### src/rtl/seq_subtractor_16bit.sv
// seq_subtractor_16bit: multi-cycle two's-complement A - B, CHUNK bits per clock
// with the inter-chunk carry held in a register so the adder cell stays CHUNK bits wide.
module seq_subtractor_16bit #(
  parameter int WIDTH = 16,
  parameter int CHUNK = 4
) (
  input  logic             clk,
  input  logic             rst_n,
  input  logic             start,
  input  logic [WIDTH-1:0] A,
  input  logic [WIDTH-1:0] B,
  output logic             busy,
  output logic             done,
  output logic [WIDTH-1:0] D,
  output logic             bout,
  output logic             ovf,
  output logic             zero
);
  localparam int NCH = (CHUNK > 0) ? WIDTH / CHUNK : 1;
  localparam int IW  = (NCH > 1) ? $clog2(NCH) : 1;
  typedef enum logic [1:0] {IDLE, RUN, DONE} state_t;
  if (CHUNK == 0) begin : g_bad_chunk
    $fatal(1, "seq_subtractor_16bit: CHUNK must be nonzero");
  end else if ((WIDTH % CHUNK) != 0) begin : g_bad_width
    $fatal(1, "seq_subtractor_16bit: WIDTH must be a multiple of CHUNK");
  end
  state_t           state_q, state_d;
  logic [WIDTH-1:0] a_q, a_d, b_q, b_d, acc_q, acc_d, d_q, d_d;
  logic [IW-1:0]    idx_q, idx_d;
  logic             carry_q, carry_d, bout_q, bout_d, ovf_q, ovf_d, zero_q, zero_d;
  logic [CHUNK-1:0] sum_s;
  logic             sum_c, accept, last;
  assign accept = start && (state_q != RUN);
  assign last   = (idx_q == IW'(NCH - 1));
  // One chunk of A + ~B + carry; the initial carry of 1 supplies the +1 of the negation.
  always_comb begin
    {sum_c, sum_s} = {1'b0, a_q[idx_q*CHUNK +: CHUNK]} + {1'b0, ~b_q[idx_q*CHUNK +: CHUNK]}
                   + (CHUNK+1)'(carry_q);
  end
  always_comb begin
    state_d = state_q;
    a_d     = a_q;
    b_d     = b_q;
    acc_d   = acc_q;
    idx_d   = idx_q;
    carry_d = carry_q;
    d_d     = d_q;
    bout_d  = bout_q;
    ovf_d   = ovf_q;
    zero_d  = zero_q;
    if (state_q == RUN) begin
      acc_d[idx_q*CHUNK +: CHUNK] = sum_s;
      carry_d = sum_c;
      idx_d   = idx_q + IW'(1);
      if (last) begin
        state_d = DONE;
        d_d     = acc_d;
        bout_d  = ~sum_c;
        ovf_d   = (a_q[WIDTH-1] != b_q[WIDTH-1]) && (acc_d[WIDTH-1] != a_q[WIDTH-1]);
        zero_d  = ~|acc_d;
      end
    end else if (accept) begin
      state_d = RUN;
      a_d     = A;
      b_d     = B;
      idx_d   = '0;
      carry_d = 1'b1;
    end else begin
      state_d = IDLE;
    end
  end
  always_ff @(posedge clk or negedge rst_n) begin
    if (!rst_n) begin
      state_q <= IDLE;
      a_q     <= '0;
      b_q     <= '0;
      acc_q   <= '0;
      idx_q   <= '0;
      carry_q <= 1'b0;
      d_q     <= '0;
      bout_q  <= 1'b0;
      ovf_q   <= 1'b0;
      zero_q  <= 1'b0;
    end else begin
      state_q <= state_d;
      a_q     <= a_d;
      b_q     <= b_d;
      acc_q   <= acc_d;
      idx_q   <= idx_d;
      carry_q <= carry_d;
      d_q     <= d_d;
      bout_q  <= bout_d;
      ovf_q   <= ovf_d;
      zero_q  <= zero_d;
    end
  end
  assign busy = (state_q == RUN);
  assign done = (state_q == DONE);
  assign D    = d_q;
  assign bout = bout_q;
  assign ovf  = ovf_q;
  assign zero = zero_q;
endmodule
### config.mk
export PLATFORM = sky130hd
export DESIGN_NAME = seq_subtractor_16bit
export DESIGN_NICKNAME = d
export VERILOG_FILES = /design/src/rtl/seq_subtractor_16bit.sv
export SDC_FILE = /design/constraint.sdc
export NUM_CORES = 1
export LEC_CHECK = 0
export ABC_AREA = 1
export CAP_MARGIN = 15
export CORE_AREA = 2 2 99 101
export DETAILED_ROUTE_END_ITERATION = 6
export DIE_AREA = 0 0 101 103
export GPL_TIMING_DRIVEN = 0
export MAX_ROUTING_LAYER = met4
export REMOVE_ABC_BUFFERS = 1
export SYNTH_ARGS = -nofsm -noshare
export SYNTH_HDL_FRONTEND = slang
export SYNTH_SLANG_ARGS = --single-unit
### constraint.sdc
create_clock -name clk -period 4.7 [get_ports clk]
set_input_delay 0.47 -clock clk [delete_from_list [all_inputs] [get_ports clk]]
set_output_delay 0.47 -clock clk [all_outputs]
set_load 0.03 [all_outputs]
==> reports/metrics.csv <==
metric;value;unit
status;finished, final reports clean;
Register Area;1802;µm²
setup bufs post-CTS;0;
Cells after DPL;538;
Power Total;3.448;mW
Final setup viols;0;
fin util;0.4684;
Num CTS Buffers;9;
max_slew headroom;0.4013;
Sum Neg Setup Slack;0;ps
mapped cell area;3646;µm²
Pleak;2.134;nW
WL per Instance;13.10;µm
skew final;10.17;ps
clock sink count;72;
number of cell rows;36;
fill cell count;915;
PwrDens;778.3;nW/µm²
Worst Slack Setup Final;1079;ps
Gate power share;0.546;
VDD IR max;0.2579;mV
post-cts repair resize count;0;
min-delay worst type;input port to async pin;
total grt overflow;0;
Netlist cell types;27;
#FFs+latches synth;72;
Ports;56;
Final Cell Area;4431;µm²
non-filler cells, final;553;
Cells after Synth;383;
syn_area_per_cell;9.520;µm²
total length of routed wires;7.243;mm
CP max FO;28;
Die X;101;µm
diode count;0;
final hold violation count;0;
die area;10400;µm²
min Tclk post-route;3621;ps
max frequency;276.2;MHz
net total in the final layout;481;
yosys warns;0;
most common cell after layout, fill and taps aside;nand2_1;
core area;9459;µm²
dpl cell area;4245;µm²
CTS Hold Bufs;0;
IO Port Bufs;55;
worst-skew pair later-pin latency;340;ps
CTS clk-pin slew, worst paths;80;ps
CTS tree;done;
Critical Path Start Type;flip-flop;
Via density;4.812;
die span in y;103;µm
H-tree depth;3;
initial drt markers;128;
pin count of the biggest net entering global routing;73;
DRC;0;
crit path capture type;flip-flop;
Routed Antenna Nets;0;
post-DP HPWL;5.141;mm
initial antenna violation count;0;
gpl congestion;0.8754;
final period utilization;0.7704;
initial core utilization;0.3854;
gr usage total;0.1579;
Internal;1.936;mW
Max Cap Violations;0;
vias in the first global route;2549;
Sequential Power Share;0.320;
layout cells sized above 1;0.1321;
Worst-Margin Slew;898.0;ps
area occupied by multi-input gates;1605;µm²
global-route wire length before repair;12.33;mm
pre-CTS setup slack;1071;ps
Data required, critical path;4980;ps
reported net switching power;1.512;mW
post-synthesis sequential area ratio;0.4942;
DR vias;2661;
clock share of power;0.135;
Max Slew Vio Count;0;
clock root cell;clkbuf_8;
Max clock buf depth;2;
area grow syn2layout;21.52;%
Crit Path Class;flip-flop to flip-flop;
Hold Slack;257.2;ps
commonest cells after routing, fill and taps aside;98 x nand2_1, 72 x dfrtp_1, 54 x clkdlybuf4s50_1;
drt first pass iters;4;
CP arrival;3900;ps
RSZ-0062 raised after global routing;no;
sw frac;0.4386;
[worst max-delay path: stages (launching register included)]
cell	delay, ps
dfrtp_1	930
inv_2	360
o21ai_0	250
o22ai_1	110
fa_1	360
inv_1	90
fa_1	460
nand3_1	140
nor2_1	90
nor3_2	230
nand2_1	100
nor2_1	130
nand2_1	60
nor2_1	100
nand3_1	70
nand2_1	60
[layer usage]
metal,track usage,wire (µm)
met2,0.2492,3381
met5,-,0
met3,0.03525,299
met4,0.06341,163
met1,0.1985,3398
[worst paths after layout]
path	from	end	slack [ps]	cells after the start
min in group clk	D[1]	D[1]	490	2
max	idx_q[0]	zero	1080	15
min	rst_n	acc_q[11]	260	1
max in group asynchronous	rst_n	carry_q	3860	1
max reg2reg	idx_q[0]	zero	1080	15
min reg2reg	D[1]	D[1]	490	2
[registers in the layout, summed over array words and instances, names as in the netlist]
| signal | cells |
|---|---|
| ovf | 1 |
| bout | 1 |
| zero | 1 |
| state_q | 2 |
| D | 16 |
| idx_q | 2 |
| a_q | 16 |
| acc_q | 16 |
| carry_q | 1 |
| b_q | 16 |
[cell families (layout without fill, tap and decap cells)]
logic type,count (synthesis),count (layout),synth area share
and+or+nand+nor,160,160,0.1863
DFF,72,72,0.4942
AOI/OAI and AO/OA,57,57,0.08751
buffers and inverters,52,108,0.06554
muxes,31,31,0.1246
adders and majority gates,11,11,0.04187
[area by class of cell]
type / instances / share of cell area
inverter: 38 / 0.03332
sequential: 72 / 0.4067
clock buffer: 9 / 0.02796
timing repair buffer: 55 / 0.1237
multi-input combinational: 259 / 0.3623
tap: 114 / 0.03219
clock inverter: 6 / 0.01384
[synthesized netlist by cell type]
library cell  number  area (µm²)
inv_2              4       15.01
nand2_1           98       367.9
nor2_8             2       40.04
inv_6              1       8.760
o22ai_1            6       37.54
nor2_1            42       157.7
o21ai_1           10       50.05
ha_1               9       112.6
a31oi_1            4       25.02
buf_6              4       45.04
o21ai_0           25       125.1
fa_1               2       40.04
mux2_2             3       33.78
inv_1             33       123.9
clkbuf_1           3       11.26
nand2_4            2       22.52
nand4_1            4       25.02
nor3_2             1       10.01
dfrtp_1           72        1802
mux2_4            28       420.4
nand3_1           10       50.05
o21a_1             1       7.510
o22a_1             1       8.760
a21oi_1            7       35.03
buf_2              7       35.03
a32o_1             3       30.03
nor2_2             1       6.260
[power by group through the flow]
stage / combinational (mW) / clock (mW) / sequential (mW)
6_report: 1.88 / 0.465 / 1.10
2_1_floorplan: 1.28 / 0 / 1.19
5_1_grt: 2.12 / 0.511 / 1.14
3_3_place_gp: 1.86 / 0 / 1.11
3_5_place_dp: 1.89 / 0 / 1.12
4_1_cts: 1.90 / 0.483 / 1.11
Note: power is estimated with default switching activity, not from simulation.
